**config.mk**
```make
export PLATFORM = sky130hd
export DESIGN_NAME = aes_ct_unpacker
export DESIGN_NICKNAME = d
export VERILOG_FILES = /design/src/rtl/aes_ct_unpacker.sv
export SDC_FILE = /design/constraint.sdc
export NUM_CORES = 1
export LEC_CHECK = 0
export CAP_MARGIN = 10
export CORE_ASPECT_RATIO = 1.1
export CORE_MARGIN = 2
export CORE_UTILIZATION = 45
export CTS_BUF_LIST = sky130_fd_sc_hd__clkbuf_16
export DETAILED_ROUTE_END_ITERATION = 8
export GPL_ROUTABILITY_DRIVEN = 0
export GPL_TIMING_DRIVEN = 0
export PLACE_DENSITY = 0.66
export SYNTH_ARGS = -nofsm -noshare
export SYNTH_HDL_FRONTEND = slang
export SYNTH_SLANG_ARGS = --single-unit
```
**constraint.sdc**
```tcl
create_clock -name clk -period 10.2 [get_ports clk]
set_clock_uncertainty 0.05 [all_clocks]
set_input_delay 2.55 -clock clk [delete_from_list [all_inputs] [get_ports clk]]
set_output_delay 2.55 -clock clk [all_outputs]
set_load 0.01 [all_outputs]
```
**src/rtl/aes_ct_unpacker.sv**
```systemverilog
// AES ciphertext unpacker: block FIFO + 128->32 serialiser on valid/ready.
// Optional AES_UNPACK_STATS_EN adds blk_cnt / drop_cnt counters.
module aes_ct_unpacker #(
  parameter int DEPTH     = 4,
  parameter bit MSW_FIRST = 1'b1
) (
  input  logic                   clk,
  input  logic                   rstn,
  input  logic [127:0]           ct_in,
  input  logic                   ct_valid,
  output logic [31:0]            m_data,
  output logic                   m_valid,
  input  logic                   m_ready,
  output logic                   m_last,
  output logic                   full,
  output logic [$clog2(DEPTH):0] level,
  output logic                   overflow,
  input  logic                   clr_ovf
`ifdef AES_UNPACK_STATS_EN
  ,
  output logic [15:0]            blk_cnt,
  output logic [15:0]            drop_cnt
`endif
);

  localparam int PW = $clog2(DEPTH);
  localparam int LW = PW + 1;

  typedef enum logic {EMPTY, SEND} state_t;

  state_t          state_q, state_d;
  logic [127:0]    mem [DEPTH];
  logic [PW-1:0]   wr_ptr_q, wr_ptr_d;
  logic [PW-1:0]   rd_ptr_q, rd_ptr_d;
  logic [LW-1:0]   level_q, level_d;
  logic [1:0]      widx_q, widx_d;
  logic            ovf_q, ovf_d;
  logic            xfer, pop, push, drop;
  logic [127:0]    head;
  logic [1:0]      sel;

  always_comb begin
    xfer     = (state_q == SEND) && m_ready;
    pop      = xfer && (widx_q == 2'd3);
    push     = ct_valid && (!full || pop);
    drop     = ct_valid && !push;
    widx_d   = xfer ? widx_q + 2'd1 : widx_q;
    rd_ptr_d = pop  ? rd_ptr_q + PW'(1) : rd_ptr_q;
    wr_ptr_d = push ? wr_ptr_q + PW'(1) : wr_ptr_q;
    level_d  = level_q;
    unique case ({push, pop})
      2'b10:   level_d = level_q + LW'(1);
      2'b01:   level_d = level_q - LW'(1);
      default: level_d = level_q;
    endcase
    state_d  = (level_d != '0) ? SEND : EMPTY;
    ovf_d    = drop | (ovf_q & ~clr_ovf);
  end

  always_ff @(posedge clk or negedge rstn) begin
    if (!rstn) begin
      state_q  <= EMPTY;
      wr_ptr_q <= '0;
      rd_ptr_q <= '0;
      level_q  <= '0;
      widx_q   <= '0;
      ovf_q    <= 1'b0;
    end else begin
      state_q  <= state_d;
      wr_ptr_q <= wr_ptr_d;
      rd_ptr_q <= rd_ptr_d;
      level_q  <= level_d;
      widx_q   <= widx_d;
      ovf_q    <= ovf_d;
    end
  end

  // Storage needs no reset: m_data is masked whenever the FIFO is empty.
  always_ff @(posedge clk) begin
    if (push) mem[wr_ptr_q] <= ct_in;
  end

  always_comb begin
    head     = mem[rd_ptr_q];
    sel      = MSW_FIRST ? ~widx_q : widx_q;
    m_valid  = (state_q == SEND);
    m_data   = m_valid ? head[{sel, 5'd0} +: 32] : 32'd0;
    m_last   = m_valid && (widx_q == 2'd3);
    full     = (level_q == LW'(DEPTH));
    level    = level_q;
    overflow = ovf_q;
  end

`ifdef AES_UNPACK_STATS_EN
  logic [15:0] blk_q, blk_d;
  logic [15:0] drp_q, drp_d;

  // An increment coinciding with a clear restarts the count at 1.
  always_comb begin
    blk_d = blk_q;
    if (pop)
      blk_d = clr_ovf ? 16'd1 :
              (blk_q == 16'hFFFF) ? blk_q : blk_q + 16'd1;
    else if (clr_ovf)
      blk_d = '0;
    drp_d = drp_q;
    if (drop)
      drp_d = clr_ovf ? 16'd1 :
              (drp_q == 16'hFFFF) ? drp_q : drp_q + 16'd1;
    else if (clr_ovf)
      drp_d = '0;
  end

  always_ff @(posedge clk or negedge rstn) begin
    if (!rstn) begin
      blk_q <= '0;
      drp_q <= '0;
    end else begin
      blk_q <= blk_d;
      drp_q <= drp_d;
    end
  end

  assign blk_cnt  = blk_q;
  assign drop_cnt = drp_q;
`endif

endmodule
```
Yosys cells after proc, flatten, opt, wreduce, memory -nomap -nowiden
Memories as Yosys holds them, arrays and structs flattened. Index checks and enable logic that the tools add are counted.

Bits in registers: 11. Bits in latches: 0. RAM bits: 512. Memory bits (read-only): 0. Input port bits: 133. Word-level logic and storage cells: 35. Memories kept: 1.

Memories: mem (depth 4, width 128, rd ports 1, clocked after Yosys merged registers in 0, wr ports 1, line 32) `logic [127:0] mem [DEPTH];`.

Add/subtract/negate cells: 5. $mul: 0. Divide/modulo/power cells: 0. $lt $le $gt $ge: 0. Eq/ne operators: 4. Shifts and indexed selects: 1. Mux-type cells: 5. Bitwise logic cells: 4. Reductions and logical operators: 9.

Operators by type and width (number): $shiftx 128x8->32 (1); $mux 32 (1); $add 2x1->2 const B (3); $pmux 3 s2 (1); $logic_and 1x1->1 (5); $eq 2x2->1 const B (2); $add 3x1->3 const B (1); $eq 3x3->1 const B (1); $mux 1 (3); $reduce_bool 3->1 (1); $sub 3x1->3 const B (1); $eq 2x1->1 const B (1); $logic_not 1->1 (2); $not 2->2 (1); $and 1x1->1 (1); $logic_or 1x1->1 (1); $not 1->1 (1); $or 1x1->1 (1).

Logic depth before layout (Yosys ltp)
Gate-level depths: netlist of the first run.

Word-level depth: 8. Mapped depth: 11. Depth with buffers taken out: 11.

Worst setup path after synthesis of the first run
Ideal clock, no wire load.

Path type: input port to flip-flop. Start point: input m_ready. End point: memory mem[0][0], enable pin. Setup time: 503 ps. Data arrival time: 5778 ps. Required time: 9647 ps. Path slack: 3868 ps. Cell stages on the path: 3. Path buffers: 0. Cell sequence: nand3_1 nand2_1 and3_1.

Longest elaborated chain between the ends: 6.

Ends and longest elaborated chain: from (decl) (line 13) `input logic m_ready,`; $logic_and 1x1->1 (line 43) `xfer = (state_q == SEND) && m_ready;`; $logic_and 1x1->1 (line 44) `pop = xfer && (widx_q == 2'd3);`; $logic_or 1x1->1 (line 45) `push = ct_valid && (!full || pop);`; $logic_and 1x1->1 (line 45); $mux 1 (line 80) `if (push) mem[wr_ptr_q] <= ct_in;`; $mux 1 (not written as such) (line 80); to (decl) (line 32).

No other way between the ends.

Final worst setup path of the first run
Start point: register widx_q[0]. End point: output m_data[19].

Longest elaborated chain between the ends: 3.

Ends and longest elaborated chain: from (decl) (line 36) `logic [1:0] widx_q, widx_d;`; from (signal assigned) (line 73) `widx_q <= widx_d;`; $not 2->2 (line 85) `sel = MSW_FIRST ? ~widx_q : widx_q;`; $shiftx 128x8->32 (line 87) `m_data = m_valid ? head[{sel, 5'd0} +: 32] : 32'd0;`; $mux 32 (line 87); to (decl) (line 11) `output logic [31:0] m_data,`.

No other way between the ends.

==> results of run 1 <==
[critical path, cell delays in order (launching register included)]
cell	delay, ns
sky130_fd_sc_hd__dfrtp_1	0.37
sky130_fd_sc_hd__buf_2	0.17
sky130_fd_sc_hd__buf_4	0.21
sky130_fd_sc_hd__buf_1	0.70
sky130_fd_sc_hd__mux4_2	0.40
sky130_fd_sc_hd__o21ai_0	0.50
sky130_fd_sc_hd__o21ai_0	0.21
sky130_fd_sc_hd__clkdlybuf4s50_1	0.54
[cell families after synthesis]
| family | after synthesis |
|---|---|
| flip-flops | 523 |
| multiplexers | 195 |
| AO/OA/AOI/OAI | 91 |
| buffers and inverters | 56 |
| AND/OR/NAND/NOR | 35 |
| XOR/XNOR | 7 |
| adder cells (fa/ha/maj) | 7 |
[power groups by stage]
| stage | combinational (mW) | clock, mW | sequential (mW) |
|---|---|---|---|
| floorplan | 1.49 | 0 | 3.01 |
| CTS | 2.57 | 1.81 | 2.93 |
| finish | 2.51 | 1.77 | 2.93 |
| global route | 2.69 | 1.89 | 2.96 |
| detailed placement | 2.56 | 0 | 2.98 |
| global placement | 2.47 | 0 | 3.07 |
[sequential cells by signal, summed over array words and instances (netlist names)]
name and count:
mem 512, widx_q 2, rd_ptr_q 2, m_valid 1, wr_ptr_q 2, overflow 1
level 3
[Yosys cell counts, drive strengths merged, types with 2 or more instances]
cell	count
a21oi	3
a221oi	23
and2	3
and3	4
buf	38
clkbuf	12
dfrtp	11
edfxtp	512
ha	6
inv	6
mux2	24
mux2i	78
mux4	93
nand2	8
nand2b	2
nand3	2
nor2	2
nor2b	11
o21ai	44
o221ai	3
o22ai	9
o32ai	9
xnor2	6
[stage by stage]
stage	hold slack, ns	util	setup WS, ns
floorplan	0.4702	-	3.868
global placement	0.4424	0.5090	1.182
detailed placement	0.4605	0.5143	4.505
CTS	0.4739	0.5500	3.837
global route	0.4942	0.5501	3.757
finish	0.4630	0.5501	3.913
[final cells by class]
class,instances,area [µm²],area share
flip-flops and latches,523,15650,0.6424
well taps,581,726.9,0.02984
plain buffers,50,340.3,0.01397
multi-input cells,335,4113,0.1688
clock inverters,40,257.7,0.01058
diodes,1,2.502,0.0001027
inverters,6,22.52,0.0009244
clock buffers,53,1326,0.05444
repair buffers,179,1924,0.07899
[metal layers]
metal | track usage | wire [µm]
met4 | 0.04990 | 906
met1 | 0.2601 | 18550
met5 | 0 | 109
met2 | 0.3189 | 21840
met3 | 0.04603 | 2765
[how the worst min path moves through the flow]
stage	start	endpoint	slack, ns	cells after the start
2_1_floorplan	widx_q[1]	widx_q[1]	0.47	1
3_3_place_gp	level[2]	level[2]	0.44	1
3_5_place_dp	level[2]	level[2]	0.46	1
4_1_cts	level[2]	level[2]	0.47	1
5_1_grt	level[2]	level[2]	0.49	1
6_report	level[2]	level[2]	0.46	1
==> Flow_metrics.wiki, run 1 <==
{| class="wikitable"
! Metric !! Value
|-
| Portion of total power attributed to sequential cells || 0.406
|-
| Post-synthesis to final-layout area growth || 21.18%
|-
| Post-DP Area || 0.02278 mm²
|-
| Vias per std cell || 5.520
|-
| Routed wire per std cell || between 20 and 25 µm
|-
| Root buffer cell || sky130_fd_sc_hd__clkbuf_16
|-
| Placed wire-length estimate || between 20000 and 30000 µm
|-
| Number of antenna violations at the first check in global routing || 9
|-
| Count of pins over their slew limit || 0
|-
| Number of enable flip-flop cells after synthesis || between 500 and 600
|-
| XOR/XNOR Fraction of Synth Area || 0.003049
|-
| Mux cell area share after synthesis || 0.1565
|-
| Relative slew margins || 0.3978
|-
| Clock share of power || 0.246
|-
| Most frequent standard cell in the layout excluding fill and tap cells || sky130_fd_sc_hd__edfxtp_1
|-
| Power Density || 296.0 mW/mm²
|-
| Syn nets || about 1100
|-
| Final Hold Vio Count || 0
|-
| Nature of the critical path startpoint || flop
|-
| Total negative slack for setup checks || 0 ns
|-
| Number of buffers created by CTS || just over 50
|-
| Required time of the critical path || between 7 and 8 ns
|-
| DIE AREA || approximately 0.046 mm²
|-
| Outcome || finished clean
|-
| Unrepaired setup endpoints after global routing || no
|-
| Number of cell rows || 81
|-
| Class of the tightest hold or removal check || flop to flop
|-
| Cell depth of the worst flop-to-flop path || 8
|-
| All-Layer GR Usage || 0.1935
|-
| Post-CTS Hold Buffers || 0
|-
| Die H || 225.7 µm
|-
| Endpoint of the lowest-slack register-to-register path || m_valid
|-
| Proportion of total power due to net switching || 0.3111
|-
| Highest-count cells in the layout ignoring fill and taps || 512 x sky130_fd_sc_hd__edfxtp_1, 171 x sky130_fd_sc_hd__clkdlybuf4s50_1, 93 x sky130_fd_sc_hd__mux4_2, 78 x sky130_fd_sc_hd__mux2i_1, 53 x sky130_fd_sc_hd__clkbuf_16
|-
| Library cell occupying the most area in the post-synthesis netlist || sky130_fd_sc_hd__edfxtp_1
|-
| Design area || approximately 0.024 mm²
|-
| Net Switching || between 2 and 2.5 mW
|-
| Clock latency on the worst-skew pair || between 0.5 and 0.6 ns
|-
| Pin count of the biggest net entering global routing || 60
|-
| Synth unique cells || 34
|-
| Final wirelength || roughly 44000 µm
|-
| Worst Tran Pin Value || between 0.9 and 1 ns
|-
| Final count of negative-setup-slack endpoints || 0
|-
| Time the final worst path needs with I/O delays and setup || between 6 and 7 ns
|-
| Yosys warning total || 0
|-
| Area fraction in and, or, nand and nor cells after synthesis || 0.009584
|-
| Final cell count without fillers || approximately 1800
|-
| Area of the mapped netlist || a little over 0.02 mm²
|-
| Share of cells above drive strength 1 || 0.2024
|-
| Capture point of the worst path || m_data[19]
|-
| Iteration-0 DRC count of the detailed router || around 800
|-
| Largest cells by area after synthesis || sky130_fd_sc_hd__edfxtp_1 76%, sky130_fd_sc_hd__mux4_2 10%, sky130_fd_sc_hd__mux2i_1 3.9%
|-
| Max clock buf depth || 3
|-
| Clock-pin slew reported for the worst setup and hold paths after clock tree synthesis || approximately 0.070 ns
|-
| Final net count || between 1000 and 1500
|-
| Placed instance count || 1674
|-
| Placeable core region || 0.04429 mm²
|-
| Internal Power || between 4 and 5 mW
|-
| Main combinational cell family by area after synthesis || multiplexers
|-
| Number of I/O pins || ~170
|-
| Detail Route Antenna Nets || 0
|-
| CTS resizes || 0
|-
| Fraction of the mapped netlist area in compound gates || 0.02975
|-
| Wire length of the first global-routing pass || 65120 µm
|-
| Total of max-cap violations || 0
|-
| Setup bufs post-CTS || 0
|-
| Setup slack of the worst register-to-register path || roughly 7.4 ns
|-
| Arrival time at the worst endpoint || between 3 and 4 ns
|-
| Share of synthesized cell area in full adder, half adder and majority cells || 0.004730
|-
| Synth async-reset ratio || 0.02103
|-
| Total gr overflow || 0
|-
| Detailed-router iteration count before antenna repair || 5
|-
| Average instance area after synthesis || 22.00 µm²
|-
| Predominant post-synthesis flop cell || sky130_fd_sc_hd__edfxtp_1
|-
| Launching instance or port of the critical path || widx_q[0]
|-
| Total via count after detailed routing || between 9000 and 10000
|-
| Static Leak || 8.050 nW
|-
| TritonCTS clock tree || built
|-
| Cells after Synth || 914
|-
| Classification of the worst setup path || flop to output port
|-
| Worst ir drop on vdd || approximately 0.16 mV
|-
| Final period utilization || 0.6164
|-
| Number of port buffers || between 150 and 200
|-
| R2r startpoint || level[0]
|-
| Biggest fanout along the worst timing path || 10
|-
| Sequential fraction of the synthesis area || 0.7784
|-
| F_max || approximately 160 MHz
|-
| Area share of the largest cell type after synthesis || 0.7647
|-
| Initial core utilization || 0.4540
|-
| DRC || 0
|-
| Overall power of the completed layout || a little over 7 mW
|-
| Overall die width || 205.5 µm
|-
| Combinational share of power || 0.348
|-
| Number of synthesized register bits || around 520
|-
| Element type at the critical path end || output port
|-
| Sink Count || ~520
|-
| Filler cell count || about 3400
|-
| CTS H-Tree Depth || 2
|-
| Number of global-route vias before repair || 10170
|}
(Power assumes the default switching activity.)
==> run 2, diff against run 1 <==
==> constraint.sdc (replaced) <==
create_clock -name clk -period 6 [get_ports clk]
set_clock_uncertainty 0.05 [all_clocks]
set_input_delay 1.5 -clock clk [delete_from_list [all_inputs] [get_ports clk]]
set_output_delay 1.5 -clock clk [all_outputs]
set_load 0.01 [all_outputs]
==> results of run 2 <==
The final DEF is identical to that of run 1. Status: finished clean.
Main changes from that run: setup slack after placement 4.505 ns -> 1.355 ns; setup slack after layout 3.913 ns -> 0.7629 ns; register-to-register setup slack 7.42 ns -> 3.22 ns; total power 7.211 mW -> 12.26 mW; worst IR drop on VDD 0.1648 mV -> 0.2801 mV
==> run 3, diff against run 2 <==
--- a/config.mk
+++ b/config.mk
@@ -14,6 +14,7 @@
 export GPL_ROUTABILITY_DRIVEN = 0
 export GPL_TIMING_DRIVEN = 0
 export PLACE_DENSITY = 0.66
+export RECOVER_POWER = 25
 export SYNTH_ARGS = -nofsm -noshare
 export SYNTH_HDL_FRONTEND = slang
 export SYNTH_SLANG_ARGS = --single-unit
==> Flow_metrics.wiki, run 3 (synthesis gave the netlist of run 1 again) <==
{| class="wikitable"
! Metric !! Value
|-
| Unrepaired setup endpoints after global routing || no
|-
| Combinational share of power || 0.347 (about the same)
|-
| CP Buf/Inv Count || 4 (unchanged)
|-
| Die H || 225.7 µm (unchanged)
|-
| Final wirelength || 44050 µm (-0.26%)
|-
| Highest-count cells in the layout ignoring fill and taps || 512 x sky130_fd_sc_hd__edfxtp_1, 100 x sky130_fd_sc_hd__clkdlybuf4s50_1, 93 x sky130_fd_sc_hd__mux4_2, 78 x sky130_fd_sc_hd__mux2i_1, 71 x sky130_fd_sc_hd__dlygate4sd3_1
|-
| Clock share of power || 0.246 (about the same)
|-
| Routed length on met1 || 18270 µm (-1.5%)
|-
| Relative slew margins || 0.3861 (-0.01172)
|-
| Outcome || finished clean
|-
| Detail Route Antenna Nets || 0 (unchanged)
|-
| Number of port buffers || 171 (unchanged)
|-
| Share of cells above drive strength 1 || 0.2024 (unchanged)
|-
| DRC || 0 (unchanged)
|-
| Wire length of the first global-routing pass || 65120 µm (unchanged)
|-
| DIE AREA || 0.04639 mm² (unchanged)
|-
| Number of antenna violations at the first check in global routing || 14 (+5)
|-
| Worst path most repeated cell || sky130_fd_sc_hd__o21ai_0
|-
| Power Density || ~500 mW/mm²
|-
| Proportion of total power due to net switching || 0.3110
|-
| Routed wire per std cell || 24.85 µm (-0.54%)
|-
| Time the final worst path needs with I/O delays and setup || around 5.3 ns
|-
| Portion of total power attributed to sequential cells || 0.407 (about the same)
|-
| Overall power of the completed layout || between 10 and 15 mW
|-
| Max FFs per register || 512 (unchanged)
|-
| Worst Tran Pin Value || 0.9209 ns (+0.01759 ns)
|-
| Required time of the critical path || about 4.5 ns
|-
| F_max || around 190 MHz
|-
| Detailed-router iteration count before antenna repair || 5 (unchanged)
|-
| Final count of negative-setup-slack endpoints || 0 (unchanged)
|-
| Number of I/O pins || 172 (unchanged)
|-
| Root buffer cell || sky130_fd_sc_hd__clkbuf_16
|-
| Routed met2 length || 21780 µm (-0.27%)
|-
| Number of buffers created by CTS || 51 (unchanged)
|-
| Element type at the critical path end || output port
|-
| Arrival time at the worst endpoint || 3.70 ns (about the same)
|-
| Final Hold Vio Count || 0 (unchanged)
|-
| All-Layer GR Usage || 0.1935 (unchanged)
|-
| Clock latency on the worst-skew pair || 0.58 ns (about the same)
|-
| TritonCTS clock tree || built
|-
| Nature of the critical path startpoint || flop
|-
| Total of max-cap violations || 0 (unchanged)
|-
| Total via count after detailed routing || 9760 (unchanged)
|-
| Launching instance or port of the critical path || widx_q[0]
|-
| Total gr overflow || 0 (unchanged)
|-
| Internal Power || 8.436 mW
|-
| Max clock buf depth || 3 (unchanged)
|-
| Post-route worst hold slack || 0.4630 ns (+0.000009000 ns)
|-
| CTS H-Tree Depth || 2 (unchanged)
|-
| Post-CTS Hold Buffers || 0 (unchanged)
|-
| Initial core utilization || 0.4540 (unchanged)
|-
| Most frequent standard cell in the layout excluding fill and tap cells || sky130_fd_sc_hd__edfxtp_1
|-
| Vias per std cell || 5.505 (-0.28%)
|-
| Classification of the worst setup path || flop to output port
|-
| Pin count of the biggest net entering global routing || 60 (unchanged)
|-
| Critical-path cell list || buf_2 -> buf_4 -> buf_1 -> mux4_2 -> o21ai_0 -> o21ai_0 -> clkdlybuf4s50_1
|-
| Final net count || 1286 (unchanged)
|-
| Count of pins over their slew limit || 0 (unchanged)
|-
| Biggest register || mem
|-
| CTS resizes || 0 (unchanged)
|-
| Cell with the largest stage delay on the worst path || sky130_fd_sc_hd__buf_1
|-
| Net Switching || about 3.8 mW
|-
| Number of cell rows || 81 (unchanged)
|-
| Overall die width || 205.5 µm (unchanged)
|-
| Top cell family by delay on the critical path || buffers and inverters
|-
| Top sig layer || met5
|-
| Total negative slack for setup checks || 0 ns (unchanged)
|-
| Met3 routed wirelength || 2970 µm (+7.4%)
|-
| Hold Crit Start || level[2]
|-
| Final period utilization || 0.8750
|-
| R2r startpoint || level[0]
|-
| Setup bufs post-CTS || 0 (unchanged)
|-
| Class of the tightest hold or removal check || flop to flop
|-
| Post-synthesis to final-layout area growth || 21.24% (about the same)
|-
| Iteration-0 DRC count of the detailed router || 780 (-2.6%)
|-
| Worst ir drop on vdd || between 0.2 and 0.3 mV
|-
| Placed wire-length estimate || 28250 µm (unchanged)
|-
| Biggest fanout along the worst timing path || 10 (unchanged)
|-
| Number of global-route vias before repair || 10170 (unchanged)
|-
| Static Leak || 8.069 nW (+0.23%)
|-
| Clock-pin slew reported for the worst setup and hold paths after clock tree synthesis || 0.07 ns (about the same)
|-
| Maximum cell stage delay along the critical path || 0.71 ns (about the same)
|-
| Placeable core region || 0.04429 mm² (unchanged)
|-
| Sink Count || 523 (unchanged)
|}
[run 3: changes by cell type in the layout (fill, tap and decap cells not counted)]
cell                              before  now
sky130_fd_sc_hd__clkdlybuf4s50_1     171  100
sky130_fd_sc_hd__diode_2               1    6
sky130_fd_sc_hd__dlygate4sd3_1         0   71
[run 3: worst register-to-register path: stages (launching register included)]
cell and delay [ns]:
sky130_fd_sc_hd__dfrtp_1 0.43, sky130_fd_sc_hd__nor3b_1 0.38, sky130_fd_sc_hd__nand2_1 0.21, sky130_fd_sc_hd__and2_1 0.26
sky130_fd_sc_hd__inv_1 0.07, sky130_fd_sc_hd__ha_1 0.19, sky130_fd_sc_hd__fa_1 0.42, sky130_fd_sc_hd__mux2_2 0.28
sky130_fd_sc_hd__or3_1 0.37
[run 3: area by class of cell]
type / instances / area (µm²)
Antenna cell: 6 / 15.01
Clock buffer: 53 / 1326
Clock inverter: 40 / 257.7
Buffer: 50 / 340.3
Tap cell: 581 / 726.9
Inverter: 6 / 22.52
Multi-Input combinational cell: 335 / 4113
Fill cell: 3407 / 19910
Timing Repair Buffer: 179 / 1924
Sequential cell: 523 / 15650
[run 3: path summary, 6_finish.rpt]
check	cells past startpoint	to	slack [ns]
worst max-delay path	7	m_data[19]	0.75
worst min-delay path	1	level[2]	0.46
worst max register to register	8	m_valid	3.22
worst min register to register	1	level[2]	0.46
max in group asynchronous	1	wr_ptr_q[1]	4.31
min in group asynchronous	1	widx_q[0]	1.23
[run 3: power groups by stage]
| stage | registers, mW | clock network [mW] | logic, mW |
|---|---|---|---|
| floorplan | 5.11 | 0 | 2.54 |
| global placement | 5.21 | 0 | 4.20 |
| detailed placement | 5.06 | 0 | 4.34 |
| CTS | 4.99 | 3.08 | 4.37 |
| global route | 5.04 | 3.22 | 4.56 |
| finish | 4.98 | 3.02 | 4.25 |
[run 3: layer usage]
metal	global-route usage	vias to the layer above
li1	-	4314
met1	0.2601	5071
met2	0.3189	281
met3	0.04603	80
met4	0.04990	14
met5	0	-
[run 3: through the flow]
step | instance area, µm² | utilization | setup WS [ns] | cells
6_report | 24380 | 0.5504 | 0.7498 | 1773
5_1_grt | 24370 | 0.5502 | 0.6068 | 1770
4_1_cts | 24360 | 0.5500 | 0.6873 | 1767
3_5_place_dp | 22780 | 0.5143 | 1.355 | 1674
3_3_place_gp | 22540 | 0.5090 | -1.968 | 1666
2_1_floorplan | 20110 | - | 0.7184 | 914
